File: src/rtl/stopwatch_core_pkg.sv
// Shared constants and helpers for the BCD stopwatch core: state codes,
// digit limits, bus width derivation and preset saturation.
package stopwatch_core_pkg;

  localparam int DIGIT_W = 4;
  localparam logic [3:0] DIGIT_MAX = 4'd9;
  localparam logic [3:0] TENS_MAX  = 4'd5;
  localparam int MAX_TW = 20;

  localparam logic [1:0] ST_IDLE  = 2'd0;
  localparam logic [1:0] ST_RUN   = 2'd1;
  localparam logic [1:0] ST_PAUSE = 2'd2;
  localparam logic [1:0] ST_DONE  = 2'd3;

  function automatic int tw_of(input int min_digits);
    return 12 + DIGIT_W * min_digits;
  endfunction

  function automatic logic [7:0] to_bcd(input int v);
    return {4'((v / 10) % 10), 4'(v % 10)};
  endfunction

  // Nibble 2 is tens-of-seconds (limit 5); every other nibble is a decimal digit.
  function automatic logic [MAX_TW-1:0] sat_bcd(input logic [MAX_TW-1:0] p);
    logic [MAX_TW-1:0] r;
    logic [3:0] n;
    logic [3:0] lim;
    r = '0;
    for (int i = 0; i < MAX_TW / DIGIT_W; i++) begin
      n   = p[4*i +: 4];
      lim = (i == 2) ? TENS_MAX : DIGIT_MAX;
      r[4*i +: 4] = (n > lim) ? lim : n;
    end
    return r;
  endfunction

endpackage

File: src/rtl/stopwatch_core_if.sv
// Control/data bundle between the tick/button front end and the stopwatch core.
interface stopwatch_core_if
  import stopwatch_core_pkg::*;
#(
  parameter int MIN_DIGITS = 1
);
  localparam int TW = tw_of(MIN_DIGITS);

  logic          TICK;
  logic          START_STOP;
  logic          CLEAR;
  logic          LOAD;
  logic [TW-1:0] PRESET;
  logic          MODE;
  logic          LAP;
  logic [TW-1:0] TIME;
  logic [TW-1:0] DISP;
  logic          RUNNING;
  logic          DONE;
  logic          LAP_HELD;

  modport master (
    output TICK, START_STOP, CLEAR, LOAD, PRESET, MODE, LAP,
    input  TIME, DISP, RUNNING, DONE, LAP_HELD
  );

  modport slave (
    input  TICK, START_STOP, CLEAR, LOAD, PRESET, MODE, LAP,
    output TIME, DISP, RUNNING, DONE, LAP_HELD
  );
endinterface

File: src/rtl/stopwatch_core_bcd_updown_digit.sv
// One BCD digit of the time chain: wraps at MOD-1/0 and flags carry/borrow.
module bcd_updown_digit #(
  parameter logic [3:0] MOD = 4'd10
) (
  input  logic       CLK,
  input  logic       RESET_N,
  input  logic       CE,
  input  logic       UP,
  input  logic       LOAD,
  input  logic [3:0] D,
  output logic [3:0] Q,
  output logic [3:0] Q_NXT,
  output logic       CARRY_OUT
);

  logic [3:0] q_q, q_d;

  always_comb begin
    q_d = q_q;
    if (LOAD) begin
      q_d = D;
    end else if (CE) begin
      if (UP) q_d = (q_q == MOD - 4'd1) ? 4'd0 : q_q + 4'd1;
      else    q_d = (q_q == 4'd0) ? MOD - 4'd1 : q_q - 4'd1;
    end
  end

  always_ff @(posedge CLK or negedge RESET_N) begin
    if (!RESET_N) q_q <= 4'd0;
    else          q_q <= q_d;
  end

  assign Q         = q_q;
  assign Q_NXT     = q_d;
  assign CARRY_OUT = UP ? (q_q == MOD - 4'd1) : (q_q == 4'd0);

endmodule

File: src/rtl/stopwatch_core.sv
// Cascaded BCD stopwatch: run/pause, up/down, preset load, terminal stop, lap hold.
//   state | meaning
//   IDLE  | cleared or freshly loaded, waiting for START_STOP
//   RUN   | counting on TICK
//   PAUSE | time frozen, START_STOP resumes
//   DONE  | terminal value reached, only CLEAR/LOAD leave
module stopwatch_core
  import stopwatch_core_pkg::*;
#(
  parameter int MIN_DIGITS  = 1,
  parameter int MAX_MINUTES = 5
) (
  input logic CLK,
  input logic RESET_N,
  stopwatch_core_if.slave bus
);

  localparam int TW = tw_of(MIN_DIGITS);
  localparam int ND = 3 + MIN_DIGITS;
  localparam logic [7:0] MAX_BCD   = to_bcd(MAX_MINUTES);
  localparam logic [7:0] MAXM1_BCD = to_bcd(MAX_MINUTES - 1);
  localparam logic [TW-1:0] TERM_MAX    = {MAX_BCD[4*MIN_DIGITS-1:0], 12'h000};
  localparam logic [TW-1:0] TERM_UP_PRE = {MAXM1_BCD[4*MIN_DIGITS-1:0], 12'h599};
  localparam logic [TW-1:0] TERM_DN_PRE = TW'(1);

  logic [1:0]        state_q, state_d;
  logic              mode_q, mode_d;
  logic              lap_held_q, lap_held_d;
  logic              running_q, done_q;
  logic [TW-1:0]     disp_q, disp_d;
  logic [TW-1:0]     time_q, time_nxt, load_val;
  logic [MAX_TW-1:0] preset_sat;
  logic [ND-1:0]     ce, carry;
  logic              count_en, load_en, up_dir, tick_terminal, start_terminal;

  assign up_dir     = ~mode_q;
  assign count_en   = (state_q == ST_RUN) & bus.TICK & ~bus.CLEAR;
  assign load_en    = bus.CLEAR | (bus.LOAD & (state_q != ST_RUN));
  assign preset_sat = sat_bcd(MAX_TW'(bus.PRESET));
  assign load_val   = bus.CLEAR ? '0 : preset_sat[TW-1:0];
  // Terminal is detected one step early so the final value and DONE land together.
  assign tick_terminal  = count_en & (mode_q ? (time_q == TERM_DN_PRE) : (time_q == TERM_UP_PRE));
  assign start_terminal = bus.MODE ? (time_q == '0) : (time_q >= TERM_MAX);

  always_comb begin
    ce[0] = count_en;
    for (int i = 1; i < ND; i++) ce[i] = ce[i-1] & carry[i-1];
  end

  for (genvar g = 0; g < ND; g++) begin : g_dig
    localparam logic [3:0] M = (g == 2) ? 4'd6 : 4'd10;
    bcd_updown_digit #(.MOD(M)) u_dig (
      .CLK      (CLK),
      .RESET_N  (RESET_N),
      .CE       (ce[g]),
      .UP       (up_dir),
      .LOAD     (load_en),
      .D        (load_val[4*g +: 4]),
      .Q        (time_q[4*g +: 4]),
      .Q_NXT    (time_nxt[4*g +: 4]),
      .CARRY_OUT(carry[g])
    );
  end

  always_comb begin
    state_d    = state_q;
    mode_d     = mode_q;
    lap_held_d = lap_held_q;
    if (load_en) begin
      state_d    = ST_IDLE;
      lap_held_d = 1'b0;
    end else if (tick_terminal) begin
      state_d    = ST_DONE;
      lap_held_d = 1'b0;
    end else if (bus.START_STOP) begin
      case (state_q)
        ST_IDLE: begin
          mode_d     = bus.MODE;
          state_d    = start_terminal ? ST_DONE : ST_RUN;
          lap_held_d = 1'b0;
        end
        ST_RUN:   state_d = ST_PAUSE;
        ST_PAUSE: state_d = ST_RUN;
        default:  state_d = state_q;
      endcase
    end else if (bus.LAP) begin
      lap_held_d = (state_q == ST_RUN) ? ~lap_held_q : 1'b0;
    end
    disp_d = (lap_held_d & lap_held_q) ? disp_q : time_nxt;
  end

  always_ff @(posedge CLK or negedge RESET_N) begin
    if (!RESET_N) begin
      state_q    <= ST_IDLE;
      mode_q     <= 1'b0;
      lap_held_q <= 1'b0;
      running_q  <= 1'b0;
      done_q     <= 1'b0;
      disp_q     <= '0;
    end else begin
      state_q    <= state_d;
      mode_q     <= mode_d;
      lap_held_q <= lap_held_d;
      running_q  <= (state_d == ST_RUN);
      done_q     <= (state_d == ST_DONE);
      disp_q     <= disp_d;
    end
  end

  assign bus.TIME     = time_q;
  assign bus.DISP     = disp_q;
  assign bus.RUNNING  = running_q;
  assign bus.DONE     = done_q;
  assign bus.LAP_HELD = lap_held_q;

endmodule

File: src/flat_wrapper.sv
// flat-port wrapper written by rule: the top's interface ports become plain ports
module stopwatch_core_flat import stopwatch_core_pkg::*;
#(
  parameter int MIN_DIGITS  = 1,
  parameter int MAX_MINUTES = 5
)
  (CLK, RESET_N, bus_TICK, bus_START_STOP, bus_CLEAR, bus_LOAD, bus_PRESET, bus_MODE, bus_LAP, bus_TIME, bus_DISP, bus_RUNNING, bus_DONE, bus_LAP_HELD);
  stopwatch_core_if #(.MIN_DIGITS(MIN_DIGITS)) bus_i ();
  input logic CLK;
  input logic RESET_N;
  input wire logic [$bits(bus_i.TICK)-1:0] bus_TICK;
  input wire logic [$bits(bus_i.START_STOP)-1:0] bus_START_STOP;
  input wire logic [$bits(bus_i.CLEAR)-1:0] bus_CLEAR;
  input wire logic [$bits(bus_i.LOAD)-1:0] bus_LOAD;
  input wire logic [$bits(bus_i.PRESET)-1:0] bus_PRESET;
  input wire logic [$bits(bus_i.MODE)-1:0] bus_MODE;
  input wire logic [$bits(bus_i.LAP)-1:0] bus_LAP;
  output wire logic [$bits(bus_i.TIME)-1:0] bus_TIME;
  output wire logic [$bits(bus_i.DISP)-1:0] bus_DISP;
  output wire logic [$bits(bus_i.RUNNING)-1:0] bus_RUNNING;
  output wire logic [$bits(bus_i.DONE)-1:0] bus_DONE;
  output wire logic [$bits(bus_i.LAP_HELD)-1:0] bus_LAP_HELD;
  assign bus_i.TICK = bus_TICK;
  assign bus_i.START_STOP = bus_START_STOP;
  assign bus_i.CLEAR = bus_CLEAR;
  assign bus_i.LOAD = bus_LOAD;
  assign bus_i.PRESET = bus_PRESET;
  assign bus_i.MODE = bus_MODE;
  assign bus_i.LAP = bus_LAP;
  assign bus_TIME = bus_i.TIME;
  assign bus_DISP = bus_i.DISP;
  assign bus_RUNNING = bus_i.RUNNING;
  assign bus_DONE = bus_i.DONE;
  assign bus_LAP_HELD = bus_i.LAP_HELD;
  stopwatch_core #(.MIN_DIGITS(MIN_DIGITS), .MAX_MINUTES(MAX_MINUTES)) u_core (.CLK(CLK), .RESET_N(RESET_N), .bus(bus_i));
endmodule
File: config.mk
export PLATFORM = sky130hd
export DESIGN_NAME = stopwatch_core_flat
export DESIGN_NICKNAME = d
export VERILOG_FILES = /design/src/rtl/stopwatch_core_pkg.sv /design/src/rtl/stopwatch_core_if.sv /design/src/rtl/stopwatch_core_bcd_updown_digit.sv /design/src/rtl/stopwatch_core.sv /design/src/flat_wrapper.sv
export SDC_FILE = /design/constraint.sdc
export NUM_CORES = 1
export LEC_CHECK = 0
export CAP_MARGIN = 15
export CORE_MARGIN = 3
export CORE_UTILIZATION = 55
export CTS_CLUSTER_DIAMETER = 50
export DETAILED_ROUTE_END_ITERATION = 10
export GPL_TIMING_DRIVEN = 0
export HOLD_SLACK_MARGIN = 0.02
export PLACE_DENSITY = 0.92
export RECOVER_POWER = 25
export SYNTH_ARGS = -nofsm -noshare
export SYNTH_HDL_FRONTEND = slang
export SYNTH_SLANG_ARGS = --single-unit
File: constraint.sdc
create_clock -name CLK -period 5.4 [get_ports CLK]
set_input_delay 1.62 -clock CLK [delete_from_list [all_inputs] [get_ports CLK]]
set_output_delay 1.62 -clock CLK [all_outputs]
set_load 0.01 [all_outputs]
==> results.json <==
{
  "outcome": "finished with violations",
  "violations": "capacitance limit, slew limit",
  "async_reset_ff_share_pct": 100,
  "tns_ps": 0,
  "drt_iter0_markers": 322,
  "die_w_um": 75.7,
  "ys_warn_count": 0,
  "route.antenna.remaining_nets": 0,
  "max_freq_mhz": 258,
  "wl_um": 7600,
  "rsz0062_at_grt": "false",
  "drt_first_pass_iters": 5,
  "clk_path_buf_depth": 2,
  "dp_cells": 416,
  "cp-end-kind": "flip-flop",
  "synth_edf_count": 0,
  "critPathKind": "primary input to flip-flop",
  "worstHoldPathType": "flip-flop to flip-flop",
  "cts_root_buf": "clkbuf_8",
  "cp-start-kind": "primary input",
  "yosys.area.top_type": "dfrtp_1",
  "grt_pass1_vias": 2455,
  "row_count": 24,
  "p_per_area_nw_per_um2": 237,
  "worst-path-max-fanout": 10,
  "synth_top_area_share_pct": 35.6,
  "clkLatencyLatePin_ps": 300,
  "syn-instance-count": 293,
  "critPathArrivalTime_ps": 4060,
  "r2r_start": "u_core.g_dig[0].u_dig.Q[1]$_DFF_PN0_",
  "drc": 0,
  "setup_viol": 0,
  "total_leakage_power_nw": 1.45,
  "netlist-cell-type-count": 69,
  "crit_chain": "clkdlybuf4s50_1 -> and4bb_1 -> buf_6 -> o211ai_4 -> o31ai_4 -> or2_1 -> buf_6 -> buf_8 -> mux2_4",
  "initial_utilization_pct": 58.9,
  "ioPinCount": 59,
  "nFillCells": 341,
  "slowest_delay_ps": 580,
  "wl_per_cell_um": 17.9,
  "setup_slack_ps": 1530,
  "final_cells": 425,
  "synth_nets": 317,
  "reg2reg_slack_ps": 2940,
  "grt_overflow": 0,
  "num-nets-final": 383,
  "ctsHoldBuffers": 0,
  "cp_slowest_cell": "clkdlybuf4s50_1",
  "finalCritPeriodShare_pct": 71.7,
  "ys_seq_area_share_pct": 35.6,
  "ys_seq_elements": 38,
  "yosysMostFrequentCell": "dfrtp_1",
  "grt_max_degree": 39,
  "fp.dieH_um": 75.7,
  "synth_common_cells": "dfrtp_1 (38), o21ai_0 (19), nor2_1 (18)",
  "cts-resized-gates": 0,
  "grt_usage_pct": 28.4,
  "synth_ff_type": "dfrtp_1",
  "core-area_sq_um": 4530,
  "clock_sinks": 38,
  "critical_path_required_ps": 5590,
  "via_per_inst": 6.29,
  "crit_start": "bus_CLEAR",
  "finalHoldViolCount": 0,
  "clk_pin_slew_ps": 80,
  "crit_top_cell": "buf_6",
  "skew_ps": 11.1,
  "yosys-top-cells-area": "dfrtp_1 (36%), o21ai_0 (3.6%), mux2_4 (3.4%), nor2_1 (2.5%), a21oi_1 (2.4%)",
  "netlist_area_sq_um": 2670,
  "pre_cts_ws_ps": 1220,
  "finalMaxSlewViolations": 39,
  "cts_tree": "yes",
  "gp_congestion": 0.981,
  "grt_pass1_wl_um": 12200,
  "syn2layout_area_growth_pct": 28.3,
  "hold_ws_ps": 493,
  "cap_violations": 1,
  "cts_inserted_buffers": 5,
  "hold_path.startpoint": "u_core.bus.DISP[2]$_DFFE_PN0N_",
  "grt_antenna_before_repair": 0,
  "finish.utilization_pct": 75.6,
  "syn_area_per_cell_sq_um": 9.12,
  "port-buffer-count": 58,
  "drive_gt1_share_pct": 11.4,
  "detailroute.via_count": 2673,
  "worst_pin_slew_ps": 2020,
  "dp_hpwl_um": 5460,
  "die-area_sq_um": 5730,
  "ir_worst_vdd_mv": 0.134,
  "slew_headroom_pct": -34.9,
  "cts_setup_buffers": 0,
  "antennaDiodeCount": 0,
  "htree_levels": 2,
  "post-route-min-period_ps": 3870
}
layout by cell type (no fill, tap or decap), types with 3 or more instances in the layout:
cell type	count
o2111ai_1	4
nor2b_1	7
nor2_1	18
clkbuf_1	13
nor3b_1	4
a31oi_1	7
nand2_1	15
a21oi_1	13
and3b_1	4
o21ai_0	19
o21a_1	4
and3_1	5
mux2_1	5
buf_2	8
xor2_1	5
nor4b_1	3
nand2b_1	9
or4_1	3
clkbuf_8	6
inv_1	9
o211ai_1	4
o31ai_1	4
dfrtp_1	38
nand3_1	8
nor3b_2	3
a32o_1	5
clkdlybuf4s50_1	57
nor4_1	6
mux2_4	6
nor3_1	13
kinds of logic (layout without fill, tap and decap cells):
group	after synthesis	after routing	synth area share, %
buffers and inverters	32	99	5.95
flip-flops	38	38	35.6
AO/OA/AOI/OAI	88	88	24.5
XOR/XNOR	7	7	2.30
AND/OR/NAND/NOR	114	114	25.0
multiplexers	14	14	6.70
metrics by stage:
| stage | instance area [sq um] | power [W] |
|---|---|---|
| 3_3_place_gp | 3330 | 0.000597 |
| 2_1_floorplan | 2670 | 0.000493 |
| 5_1_grt | 3430 | 0.000852 |
| 4_1_cts | 3420 | 0.000809 |
| 6_report | 3430 | 0.000812 |
| 3_5_place_dp | 3330 | 0.000602 |
path summary, 6_finish.rpt:
| check | endpoint | cells past startpoint |
|---|---|---|
| setup reg to reg | u_core.bus.DISP[12]$_DFFE_PN0N_ | 7 |
| min in group asynchronous | u_core.bus.DISP[2]$_DFFE_PN0N_ | 1 |
| max in group asynchronous | u_core.g_dig[3].u_dig.Q[1]$_DFF_PN0_ | 1 |
| setup / recovery | u_core.bus.DISP[12]$_DFFE_PN0N_ | 9 |
| hold / removal | u_core.bus.DISP[2]$_DFFE_PN0N_ | 1 |
| hold reg to reg | u_core.bus.DISP[2]$_DFFE_PN0N_ | 1 |
report_power, final:
group / switching, W / total [W] / internal, W
Sequential: 0.0000196 / 0.000324 / 0.000305
Combinational: 0.000157 / 0.000280 / 0.000122
Clock: 0.000106 / 0.000208 / 0.000103
layout make-up:
| type | instances | area (sq um) | share of cell area [%] |
|---|---|---|---|
| multi-input combinational | 223 | 1560 | 45.6 |
| sequential | 38 | 951 | 27.7 |
| timing repair buffer | 59 | 579 | 16.9 |
| buffer | 23 | 125 | 3.65 |
| clock buffer | 6 | 82.6 | 2.41 |
| tap | 65 | 81.3 | 2.37 |
| inverter | 9 | 33.8 | 0.986 |
| clock inverter | 2 | 12.5 | 0.365 |
worst max-delay path, delay by kind of cell:
kind | cells | cell delay (ps)
AO/OA/AOI/OAI | 2 | 520
multiplexers | 1 | 310
buffers and inverters | 4 | 1040
AND/OR/NAND/NOR | 2 | 560
sequential cells by signal, summed over array words and instances, names as in the netlist:
| name | count |
|---|---|
| u_core.bus.DONE | 1 |
| u_core.g_dig.u_dig.Q | 16 |
| u_core.bus.DISP | 16 |
| u_core.mode_q | 1 |
| u_core.bus.LAP_HELD | 1 |
| u_core.bus.RUNNING | 1 |
| u_core.state_q | 2 |
routing by layer:
metal / routed length [um] / vias up / global-route usage, %
met5: 0 / - / 0
met4: 106 / 0 / 9.51
li1: - / 1244 / -
met2: 3670 / 146 / 45.9
met3: 621 / 15 / 5.80
met1: 3210 / 1268 / 38.2
No activity file was read; power rests on OpenSTA's default activity.
